$ cat src/rtl/adma_pkg.sv
// adma_pkg: shared burst encodings, 4KB constant and burst-generator FSM states
package adma_pkg;
  localparam logic [1:0] BURST_FIXED = 2'b00;
  localparam logic [1:0] BURST_INCR = 2'b01;
  localparam int AXI_4KB = 4096;
  typedef enum logic [1:0] {IDLE, CALC, ISSUE, DONE} adma_state_e;
endpackage

$ cat src/rtl/adma_dm_burst_calc.sv
// adma_dm_burst_calc: beats of the next burst = min(remaining, 2^ATX_LEN_W, FIXED/4KB limit)
module adma_dm_burst_calc
  import adma_pkg::*;
#(
  parameter int ATX_LEN_W = 8,
  parameter int BYTE_AMT = 32,
  parameter int REM_W = 16,
  parameter bit NO_4K = 1'b0
) (
  input  logic [REM_W-1:0]   remaining,
  input  logic [11:0]        addr_lo,
  input  logic [1:0]         burst,
  output logic [ATX_LEN_W:0] n
);
  localparam int MAX = 1 << ATX_LEN_W;
  localparam int SH = $clog2(BYTE_AMT);
  localparam int NW = ATX_LEN_W + 1;
  logic [31:0] rem_w, lim, cap;
  always_comb begin
    rem_w = 32'(remaining);
    lim = (burst == BURST_FIXED) ? 32'd16 : NO_4K ? 32'(MAX) : (32'(AXI_4KB) - 32'(addr_lo)) >> SH;
    cap = (lim < 32'(MAX)) ? lim : 32'(MAX);
    n = NW'((rem_w < cap) ? rem_w : cap);
  end
endmodule

$ cat src/rtl/adma_dm_wr_atx_gen.sv
// adma_dm_wr_atx_gen: splits write descriptors into legal AXI bursts for the write host
module adma_dm_wr_atx_gen
  import adma_pkg::*;
#(
  parameter int DMA_CHN_NUM = 4,
  parameter DST_IF_TYPE = "AXI4",
  parameter int DST_ADDR_W = 32,
  parameter int MST_ID_W = 5,
  parameter int ATX_LEN_W = 8,
  parameter int ATX_DST_DATA_W = 256,
  parameter int DESC_BEAT_W = 16,
  parameter int DMA_CHN_NUM_W = (DMA_CHN_NUM > 1) ? $clog2(DMA_CHN_NUM) : 1
) (
  input  logic                     clk,
  input  logic                     rst,
  input  logic [DMA_CHN_NUM_W-1:0] desc_chn_id,
  input  logic [DST_ADDR_W-1:0]    desc_addr,
  input  logic [DESC_BEAT_W-1:0]   desc_beats,
  input  logic [1:0]               desc_burst,
  input  logic                     desc_vld,
  output logic                     desc_rdy,
  input  logic [MST_ID_W-1:0]      atx_id [0:DMA_CHN_NUM-1],
  output logic [DMA_CHN_NUM_W-1:0] atx_chn_id,
  output logic [MST_ID_W-1:0]      atx_awid,
  output logic [DST_ADDR_W-1:0]    atx_awaddr,
  output logic [ATX_LEN_W-1:0]     atx_awlen,
  output logic [1:0]               atx_awburst,
  output logic                     atx_vld,
  input  logic                     atx_rdy,
  output logic                     desc_done,
  output logic [DMA_CHN_NUM_W-1:0] desc_done_chn_id,
  output logic                     busy
);
  localparam int BYTE_AMT = ATX_DST_DATA_W / 8;
  localparam int SH = $clog2(BYTE_AMT);
  localparam bit NO_4K = (DST_IF_TYPE == "AXIS");
  localparam logic [ATX_LEN_W:0] ONE = 1;
  adma_state_e state_q, state_d;
  logic [DMA_CHN_NUM_W-1:0] chn_q, chn_d, done_chn_q, done_chn_d;
  logic [DST_ADDR_W-1:0] addr_q, addr_d, awaddr_q, awaddr_d;
  logic [DESC_BEAT_W-1:0] rem_q, rem_d;
  logic [1:0] burst_q, burst_d;
  logic [MST_ID_W-1:0] awid_q, awid_d;
  logic [ATX_LEN_W-1:0] awlen_q, awlen_d;
  logic rdy_q, rdy_d, vld_q, vld_d, done_q, done_d, busy_q, busy_d;
  logic [ATX_LEN_W:0] n_calc, n_iss;

  adma_dm_burst_calc #(
    .ATX_LEN_W(ATX_LEN_W),
    .BYTE_AMT (BYTE_AMT),
    .REM_W    (DESC_BEAT_W),
    .NO_4K    (NO_4K)
  ) u_calc (
    .remaining(rem_q),
    .addr_lo  (addr_q[11:0]),
    .burst    (burst_q),
    .n        (n_calc)
  );

  assign n_iss = {1'b0, awlen_q} + ONE;

  always_comb begin
    state_d = state_q;
    chn_d = chn_q;
    addr_d = addr_q;
    rem_d = rem_q;
    burst_d = burst_q;
    awid_d = awid_q;
    awaddr_d = awaddr_q;
    awlen_d = awlen_q;
    case (state_q)
      IDLE: if (desc_vld) begin
        chn_d = desc_chn_id;
        addr_d = desc_addr & ~DST_ADDR_W'(BYTE_AMT - 1);
        rem_d = desc_beats;
        burst_d = desc_burst;
        awid_d = atx_id[desc_chn_id];
        state_d = (desc_beats == '0) ? DONE : CALC;
      end
      CALC: begin
        awaddr_d = addr_q;
        awlen_d = ATX_LEN_W'(n_calc - ONE);
        state_d = ISSUE;
      end
      ISSUE: if (atx_rdy) begin
        rem_d = rem_q - DESC_BEAT_W'(n_iss);
        addr_d = (burst_q == BURST_INCR) ? addr_q + (DST_ADDR_W'(n_iss) << SH) : addr_q;
        state_d = (rem_d == '0) ? DONE : CALC;
      end
      default: state_d = IDLE;
    endcase
    rdy_d = state_d == IDLE;
    vld_d = state_d == ISSUE;
    done_d = state_d == DONE;
    busy_d = (state_d == CALC) || (state_d == ISSUE);
    done_chn_d = (state_d == DONE) ? chn_d : done_chn_q;
  end

  always_ff @(posedge clk) begin
    if (rst) begin
      state_q <= IDLE;
      chn_q <= '0;
      addr_q <= '0;
      rem_q <= '0;
      burst_q <= '0;
      awid_q <= '0;
      awaddr_q <= '0;
      awlen_q <= '0;
      rdy_q <= 1'b1;
      vld_q <= 1'b0;
      done_q <= 1'b0;
      busy_q <= 1'b0;
      done_chn_q <= '0;
    end else begin
      state_q <= state_d;
      chn_q <= chn_d;
      addr_q <= addr_d;
      rem_q <= rem_d;
      burst_q <= burst_d;
      awid_q <= awid_d;
      awaddr_q <= awaddr_d;
      awlen_q <= awlen_d;
      rdy_q <= rdy_d;
      vld_q <= vld_d;
      done_q <= done_d;
      busy_q <= busy_d;
      done_chn_q <= done_chn_d;
    end
  end

  assign desc_rdy = rdy_q;
  assign atx_chn_id = chn_q;
  assign atx_awid = awid_q;
  assign atx_awaddr = awaddr_q;
  assign atx_awlen = awlen_q;
  assign atx_awburst = burst_q;
  assign atx_vld = vld_q;
  assign desc_done = done_q;
  assign desc_done_chn_id = done_chn_q;
  assign busy = busy_q;
endmodule

$ cat config.mk
export PLATFORM = sky130hd
export DESIGN_NAME = adma_dm_wr_atx_gen
export DESIGN_NICKNAME = d
export VERILOG_FILES = /design/src/rtl/adma_pkg.sv /design/src/rtl/adma_dm_burst_calc.sv /design/src/rtl/adma_dm_wr_atx_gen.sv
export SDC_FILE = /design/constraint.sdc
export NUM_CORES = 1
export LEC_CHECK = 0
export BUFFER_PORTS_ARGS = -buffer_cell sky130_fd_sc_hd__buf_4
export CORE_ASPECT_RATIO = 0.9
export CORE_UTILIZATION = 55
export DETAILED_ROUTE_END_ITERATION = 10
export PLACE_DENSITY = 0.81
export SLEW_MARGIN = 30
export SYNTH_ARGS = -nofsm -noshare
export SYNTH_HDL_FRONTEND = slang
export SYNTH_SLANG_ARGS = --single-unit
export TNS_END_PERCENT = 10
$ cat constraint.sdc
create_clock -name clk -period 5.1 [get_ports clk]
set_input_delay 0.765 -clock clk [delete_from_list [all_inputs] [get_ports clk]]
set_output_delay 0.765 -clock clk [all_outputs]
set_load 0.01 [all_outputs]
# Word level (Yosys, flattened, before mapping)
# Index checks and enable logic that the tools add are counted.
# totals
out_inout_bits,55
elab_cells,61
regBits,105
# op_classes
n_reduce_logical,10
bitwise_logic,1
mux,20
add_sub_neg,5
eq_ne,9
order_cmp,3
# ops
op,count
$mux W32,3
$pmux W32 S2,1
$mux W27,2
$add A32 B14 Y32,1
$logic_not A16 Y1,2
$lt A16 B32 Y1,1
$lt A32 B9 Y1 const B,1
$mux W16,2
$pmux W16 S2,1
$sub A16 B9 Y16,1
$sub A13 B12 Y14 const A,1
$mux W2,6
$bmux W5 S2,1
$mux W5,2
$add A8 B1 Y9 const B,1
$mux W8,1
$sub A8 B1 Y8 const B,1
$eq A2 B1 Y1 const B,3
$eq A2 B2 Y1 const B,3
$logic_not A2 Y1,3
$ne A2 B2 Y1 const B,3
$pmux W2 S3,1
$reduce_and A4 Y1,1
$ge A3 B3 Y1 const B,1
other kinds (5),5

# Depth between registers and ports, before layout
# Gate-level depths: netlist of run 1.
# depth
ltp_word,8
depth_mapped,21
mapped_depth_nobuf,19

# Hierarchy
# From an unflattened synthesis of run 1, not the netlist that was laid out.
# unflattened
hier_cells,769
hier_area_um2,6018.3
# modules_own_cells
mod,n_inst,area_each_um2,cells_per_inst
adma_dm_wr_atx_gen,1,5509.0,702
adma_dm_burst_calc,1,509.2,67

# Least setup slack after synthesis of run 1
# Ideal clock, no wire load.
# synth_timing
path_kind,reg2reg
from,register addr_q[7]
to,register awlen_q[6] (netlist: atx_awlen[6])
arrival_time_ns,3.983
slack_ns,1.046
required_time_ns,5.030
stages_incl_launch_ff,19
path_cell_list,dfxtp_1 > clkbuf_1 > or4_1 > or4_1 > ha_1 > nand2_1 > o21ai_0 > or4_1 > buf_2 > nor2_1 > nor2_1 > a21oi_1 > ha_1 > o21ai_0 > nor2_1 > nand3_1 > xnor2_1 > a211o_1 > a21oi_1
# synth_between
elab_chain_len,7
# synth_lines
item,line,text
start: declaration,adma_dm_wr_atx_gen.sv:40,"logic [DST_ADDR_W-1:0] addr_q, addr_d, awaddr_q, awaddr_d;"
start signal: assignment,adma_dm_wr_atx_gen.sv:117,addr_q <= addr_d;
$sub A13 B12 Y14 *,adma_dm_burst_calc.sv:21,lim = (burst == BURST_FIXED) ? 32'd16 : NO_4K ? 32'(MAX) : (32'(AXI_4KB) - 32'(addr_lo)) >> SH;
$mux W27 *,adma_dm_burst_calc.sv:21,
$lt A32 B9 Y1,adma_dm_burst_calc.sv:22,cap = (lim < 32'(MAX)) ? lim : 32'(MAX);
$mux W27 *,adma_dm_burst_calc.sv:22,
$lt A16 B32 Y1,adma_dm_burst_calc.sv:23,n = NW'((rem_w < cap) ? rem_w : cap);
$mux W8 *,adma_dm_burst_calc.sv:23,
$sub A8 B1 Y8 *,adma_dm_wr_atx_gen.sv:82,awlen_d = ATX_LEN_W'(n_calc - ONE);
end signal: assignment,adma_dm_wr_atx_gen.sv:122,awlen_q <= awlen_d;
end: declaration,adma_dm_wr_atx_gen.sv:44,"logic [ATX_LEN_W-1:0] awlen_q, awlen_d;"
# Mark *: on every way between the ends. The rest lies on a longest branch, timed or not.
# A chain may end at the register's enable or synchronous reset.

# Final worst setup path of run 1
# layout_timing
from,register awlen_q[0] (netlist: atx_awlen[0])
to,register rdy_q (netlist: desc_rdy)
# layout_between
elab_chain_len,7
# layout_lines
item,line,text
$add A8 B1 Y9,adma_dm_wr_atx_gen.sv:60,"assign n_iss = {1'b0, awlen_q} + ONE;"
$sub A16 B9 Y16,adma_dm_wr_atx_gen.sv:86,rem_d = rem_q - DESC_BEAT_W'(n_iss);
$logic_not A16 Y1,adma_dm_wr_atx_gen.sv:88,state_d = (rem_d == '0) ? DONE : CALC;
$mux W2,adma_dm_wr_atx_gen.sv:88,
$mux W2,adma_dm_wr_atx_gen.sv:85,ISSUE: if (atx_rdy) begin
$pmux W2 S3,adma_dm_wr_atx_gen.sv:71,case (state_q)
$logic_not A2 Y1,adma_dm_wr_atx_gen.sv:92,rdy_d = state_d == IDLE;
via rdy_d,adma_dm_wr_atx_gen.sv:45,"logic rdy_q, rdy_d, vld_q, vld_d, done_q, done_d, busy_q, busy_d;"
end signal: assignment,adma_dm_wr_atx_gen.sv:123,rdy_q <= rdy_d;
end: declaration,adma_dm_wr_atx_gen.sv:45,
# The timed path passes the listed nets, and every way through them passes these cells.

==> reports/summary.md, run 1 <==
• status: finished with violations
• TNS Setup: 0 ps
• number of flops mapped to enable cells by yosys: 0
• fraction of layout instances using a drive strength above 1: 19.1%
• Setup CP Type: reg2reg
• worst stage delay on the critical path: 650 ps
• Seq/Total Area, Yosys: 31.6%
• Pleak: 3.00 nW
• path type of the worst min-delay path: reg2reg
• initial antenna violation count: 0
• Peak VDD IR: 0.000208 V
• startpoint of the tightest hold check path: atx_awaddr[6]
• via count of the first global-routing pass: 5,963
• violation count after the first detailed-routing iteration: 552
• worst hold slack after final layout: 455 ps
• wire length per cell after detailed routing: 17.3 um
• Min Clock Period, post-route: 4530 ps
• pin slew with the least headroom to its limit: 936 ps
• period utilization: 88.8%
• Crit path buffers/inverters: 1
• power consumption: 2.36 mW
• number of warnings issued by yosys: 0
• TritonCTS clock tree: done
• post-synthesis cell type count: 68
• DIE HEIGHT: 101 um
• data arrival time of the worst path: 4770 ps
• count of buffers from port buffering: 120
• largest net degree at the start of global routing: 80
• DRC violation count after routing: 5
• failing checks: design-rule violations
• Placed Cells incl. Taps: 992
• Hold Path End: atx_awaddr[6]
• worst setup timing slack at the placement stage: 672 ps
• GRT Resource Usage Total: 31.1%
• WHS Path Cells: 2
• mapped cell area: 6020 um2
• terminus of the critical flop-to-flop path: desc_rdy
• cell chosen for the clock root: sky130_fd_sc_hd__clkbuf_16
• worst setup skew after layout: 7.12 ps
• ratio of routed vias to standard cells: 6.22
• antenna diode instance count: 0
• worst r2r path cells: 14
• P&R area growth vs syn: 20.2%
• worst-path cell with the longest stage delay: sky130_fd_sc_hd__or4b_2
• CP top delay family: simple AND/OR/NAND/NOR gates
• Pre-antenna DRT Iters: 11
• most common flop cell mapped by yosys: sky130_fd_sc_hd__dfxtp_1
• Crit. End Element: flop
• post-route core utilization: 69.4%
• Std-Cell Rows: 35
• area share of the leading cell type in the synthesized netlist: 31.6%
• chip width: 112 um
• clock-pin transition on the worst setup and hold timing paths: 70 ps
• Fin. Hold Viols: 0
• data required time at the worst endpoint: 5340 ps
• worst-skew pair later-pin latency: 350 ps
• syn avg cell area: 7.65 um2
• Final setup viols: 0
• NumNets Final: 982
• placeable core area: 10,400 um2
• Num CTS Buffers: 9
• global-route wire length before repair: 28,400 um
• total vias in the final route: 6,261
• hold-fix buffer count after cts: 0
• final critical-path setup slack: 569 ps
• Max-slew headroom: 37.5%
• async set or reset register ratio after synthesis: 0%
• number of slew-limit violations in the final report: 0
• startpoint type of the worst setup path: flop
• non-filler instance count after layout: 1,007
• RSZ-0062 raised after global routing: no
• cell repeated most along the worst path: sky130_fd_sc_hd__ha_1
• Overflow after GRT: 0
• number of max-cap violations: 0
• number of gates resized after cts: 0
• num ports: 131
• drt total wl: 17,400 um
• number of nets with antenna violations after routing: 0
• worst setup slack for register-to-register paths: 570 ps
• setup bufs post-CTS: 0
• worst flop-to-flop path startpoint: atx_awlen[0]
• gate count after technology mapping: 787
• cells along the critical path: ha_1 -> nand3_1 -> xnor2_1 -> inv_1 -> ha_1 -> a21o_1 -> a211oi_1 -> o21ai_1 -> or4b_2 -> and3_1 -> o41a_1 -> and2_1 -> ha_1 -> or2_2
• peak fanout along the critical path: 6
• Synth Register Bits: 95
• most common cell in the netlist: sky130_fd_sc_hd__nand2_1
• dominant cell type by area after synthesis: sky130_fd_sc_hd__dfxtp_1
• TritonCTS Sinks: 95
• Placer Congestion: 0.912
• dpl hpwl: 12,600 um
• top cells by instance count after synthesis: sky130_fd_sc_hd__nand2_1 (138), sky130_fd_sc_hd__dfxtp_1 (95), sky130_fd_sc_hd__a21oi_1 (77), sky130_fd_sc_hd__nor2_1 (66), sky130_fd_sc_hd__clkbuf_1 (41)
• number of buffers on the longest clock path: 2
• initial cell density of the core: 57.8%
• CTS H-Tree Depth: 3
• maximum achievable frequency: 221 MHz
• top cells by area, synth: sky130_fd_sc_hd__dfxtp_1 (32%), sky130_fd_sc_hd__nand2_1 (8.6%), sky130_fd_sc_hd__a21oi_1 (6.4%), sky130_fd_sc_hd__ha_1 (6.2%), sky130_fd_sc_hd__nor2_1 (4.1%)
• PwrDens: 326 nW/um2
• area post-placement: 6910 um2
• area of the die: 11,400 um2
• final non-filler cell area: 7230 um2
[metal layers]
layer	wire, um	global-route usage, %	vias up	share of wire, %
met5	0	0	-	0
li1	-	-	3025	-
met3	1550	5.92	27	8.9
met4	246	9.44	0	1.4
met2	8190	54.0	310	47
met1	7440	39.6	2899	43
[sequential cells by signal, summed over array words and instances (netlist names), 2 cells and up]
signal            flops
rem_q                16
addr_q               27
atx_awburst           2
atx_chn_id            2
atx_awid              5
atx_awaddr           27
state_q               2
atx_awlen             8
desc_done_chn_id      2
[how the worst max path moves through the flow]
| stage | startpoint | to | cells after the start |
|---|---|---|---|
| 6_report | atx_awlen[0] | desc_rdy | 14 |
| 5_1_grt | addr_q[7] | atx_awlen[6] | 15 |
| 4_1_cts | atx_awlen[0] | desc_rdy | 14 |
| 3_5_place_dp | atx_awlen[0] | desc_rdy | 14 |
| 3_3_place_gp | addr_q[7] | atx_awlen[6] | 15 |
| 2_1_floorplan | addr_q[7] | atx_awlen[6] | 18 |
[report_power, final]
part / internal, mW / total (mW) / switching (mW)
clock: 0.431 / 0.734 / 0.303
combinational: 0.315 / 0.742 / 0.427
sequential: 0.803 / 0.881 / 0.0780
[final cells by class]
| class | count | area [um2] |
|---|---|---|
| timing repair buffer | 126 | 946 |
| multi-input combinational | 618 | 3820 |
| tap | 129 | 161 |
| clock buffer | 9 | 225 |
| clock inverter | 6 | 91.3 |
| inverter | 24 | 90.1 |
| fill | 883 | 3190 |
| sequential | 95 | 1900 |
[cell usage in the layout (no fill, tap or decap), types with 6 or more instances in the layout]
cell type / count
sky130_fd_sc_hd__nand2b_1: 6
sky130_fd_sc_hd__a21o_1: 10
sky130_fd_sc_hd__a21oi_1: 77
sky130_fd_sc_hd__a22oi_1: 6
sky130_fd_sc_hd__nor4_1: 10
sky130_fd_sc_hd__a311oi_1: 22
sky130_fd_sc_hd__and2_1: 7
sky130_fd_sc_hd__buf_4: 126
sky130_fd_sc_hd__xor2_1: 9
sky130_fd_sc_hd__nor2_1: 65
sky130_fd_sc_hd__nand2_1: 138
sky130_fd_sc_hd__and3_1: 12
sky130_fd_sc_hd__nand3_1: 22
sky130_fd_sc_hd__clkbuf_16: 9
sky130_fd_sc_hd__or3_1: 7
sky130_fd_sc_hd__nor3_1: 17
sky130_fd_sc_hd__a211oi_1: 15
sky130_fd_sc_hd__a31oi_1: 10
sky130_fd_sc_hd__dfxtp_1: 95
sky130_fd_sc_hd__o21ai_0: 33
sky130_fd_sc_hd__inv_1: 24
sky130_fd_sc_hd__ha_1: 30
sky130_fd_sc_hd__xnor2_1: 21
[tightest hold or removal path, delay by kind of cell (launching register included)]
kind / cells / cell delay, ps
AOI/OAI and AO/OA: 1 / 50
DFF: 1 / 310
and+or+nand+nor: 1 / 50
[kinds of logic (layout without fill, tap and decap cells)]
logic type	Yosys count	after routing	share of synthesized area, %
simple gates	323	323	25.2
compound gates	223	223	24.5
flops	95	95	31.6
buf+inv	78	165	5.51
fa+ha+maj	32	32	6.90
xor+xnor	30	30	4.37
mux	5	5	1.87
other cells	1	5	0.0623
Note: power is estimated with default switching activity, not from simulation.
==> inputs of run 2 (changes only) <==
- RECOVER_POWER: default -> 25
==> reports/summary.md, run 2 (synthesized netlist as in run 1, its figures left out) <==
• status: finished with violations
• failing checks: design-rule violations, max-capacitance violations, max-slew violations
• fraction of layout instances using a drive strength above 1: 18.0%
• dpl hpwl: 12,600 um
• commonest non-fill, non-tap cell in the layout: sky130_fd_sc_hd__nand2_1
• DRC violation count after routing: 5
• via count of the first global-routing pass: 5,963
• hold-fix buffer count after cts: 0
• period utilization: 89.1%
• number of slew-limit violations in the final report: 34
• drt total wl: 17,400 um
• cell chosen for the clock root: sky130_fd_sc_hd__clkbuf_16
• Fin. Hold Viols: 0
• placeable core area: 10,400 um2
• total vias in the final route: 6,281
• num ports: 131
• Max-slew headroom: -4.35%
• worst-skew pair later-pin latency: 350 ps
• GRT Resource Usage Total: 31.1%
• antenna diode instance count: 0
• initial antenna violation count: 0
• chip width: 112 um
• Num CTS Buffers: 9
• data arrival time of the worst path: 4780 ps
• global-route wire length before repair: 28,400 um
• Crit. End Element: flop
• P&R area growth vs syn: 19.6%
• number of max-cap violations: 1
• Std-Cell Rows: 35
• DIE HEIGHT: 101 um
• worst setup timing slack at the placement stage: 672 ps
• CTS H-Tree Depth: 3
• Pre-antenna DRT Iters: 11
• Pleak: 2.96 nW
• number of nets with antenna violations after routing: 0
• ratio of routed vias to standard cells: 6.24
• pin slew with the least headroom to its limit: 1570 ps
• startpoint type of the worst setup path: flop
• peak fanout along the critical path: 6
• violation count after the first detailed-routing iteration: 579
• PwrDens: 327 nW/um2
• number of gates resized after cts: 0
• TritonCTS clock tree: done
• wire length per cell after detailed routing: 17.2 um
• final critical-path setup slack: 554 ps
• Peak VDD IR: 0.000208 V
• largest net degree at the start of global routing: 80
• data required time at the worst endpoint: 5340 ps
• TNS Setup: 0 ps
• area of the die: 11,400 um2
• count of buffers from port buffering: 120
• Overflow after GRT: 0
• path type of the worst min-delay path: reg2reg
• clock-pin transition on the worst setup and hold timing paths: 70 ps
• maximum achievable frequency: 220 MHz
• Placer Congestion: 0.912
• RSZ-0062 raised after global routing: no
• setup bufs post-CTS: 0
• Final setup viols: 0
• TritonCTS Sinks: 95
• worst setup skew after layout: 7.32 ps
• number of buffers on the longest clock path: 2
• Min Clock Period, post-route: 4550 ps
• Setup CP Type: reg2reg
• initial cell density of the core: 57.8%
• commonest cells after routing, fill and taps aside: sky130_fd_sc_hd__nand2_1 (138), sky130_fd_sc_hd__buf_4 (116), sky130_fd_sc_hd__dfxtp_1 (95)
• NumNets Final: 982
-- run 2: cell types whose count changed in the layout (fill, tap and decap cells not counted) --
cell / before / now
sky130_fd_sc_hd__clkbuf_1: 0 / 10
sky130_fd_sc_hd__buf_4: 126 / 116
-- run 2: metal layers --
metal | track usage (%) | up-vias | routed length, um
met5 | 0 | - | 0
met4 | 9.44 | 0 | 275
met3 | 5.92 | 34 | 1550
met2 | 54.0 | 314 | 8190
met1 | 39.6 | 2910 | 7340
li1 | - | 3023 | -
-- run 2: path summary, 6_finish.rpt --
| kind | startpoint | end | slack, ps | depth (start not counted) |
|---|---|---|---|---|
| setup / recovery | atx_awlen[0] | desc_rdy | 550 | 14 |
| setup reg to reg | atx_awlen[0] | desc_rdy | 550 | 14 |
| hold / removal | atx_awaddr[6] | atx_awaddr[6] | 450 | 2 |
| hold reg to reg | atx_awaddr[6] | atx_awaddr[6] | 450 | 2 |
-- run 2: worst max-delay path, cell delays in order (launching register included) --
cell	delay, ps
sky130_fd_sc_hd__dfxtp_1	450
sky130_fd_sc_hd__ha_1	230
sky130_fd_sc_hd__nand3_1	120
sky130_fd_sc_hd__xnor2_1	230
sky130_fd_sc_hd__inv_1	80
sky130_fd_sc_hd__ha_1	340
sky130_fd_sc_hd__a21o_1	240
sky130_fd_sc_hd__a211oi_1	460
sky130_fd_sc_hd__o21ai_1	260
sky130_fd_sc_hd__or4b_2	660
sky130_fd_sc_hd__and3_1	250
sky130_fd_sc_hd__o41a_1	500
sky130_fd_sc_hd__and2_1	190
sky130_fd_sc_hd__ha_1	170
sky130_fd_sc_hd__or2_2	270
-- run 2: power breakdown --
part           switching (mW)  internal (mW)  total [mW]
clock network           0.304          0.431       0.735
registers              0.0771          0.803       0.880
logic                   0.427          0.311       0.738
total                   0.808           1.55        2.35
-- run 2: cell type report --
cell class	count	area, um2
flip-flops and latches	95	1900
multi-input cells	618	3820
fillers	890	3230
inverters	24	90.1
clock inverters	6	91.3
clock buffers	9	225
repair buffers	126	908
well taps	129	161
-- run 2: stage by stage --
stage	hold WS, ps	cells	total power [mW]	instance area [um2]	utilization (%)
3_5_place_dp	448	992	1.62	6910	66.3
3_3_place_gp	443	992	1.59	6910	66.3
2_1_floorplan	440	791	1.40	6030	-
6_report	453	1007	2.35	7200	69.1
4_1_cts	457	1007	2.35	7230	69.3
5_1_grt	467	1007	2.48	7200	69.1
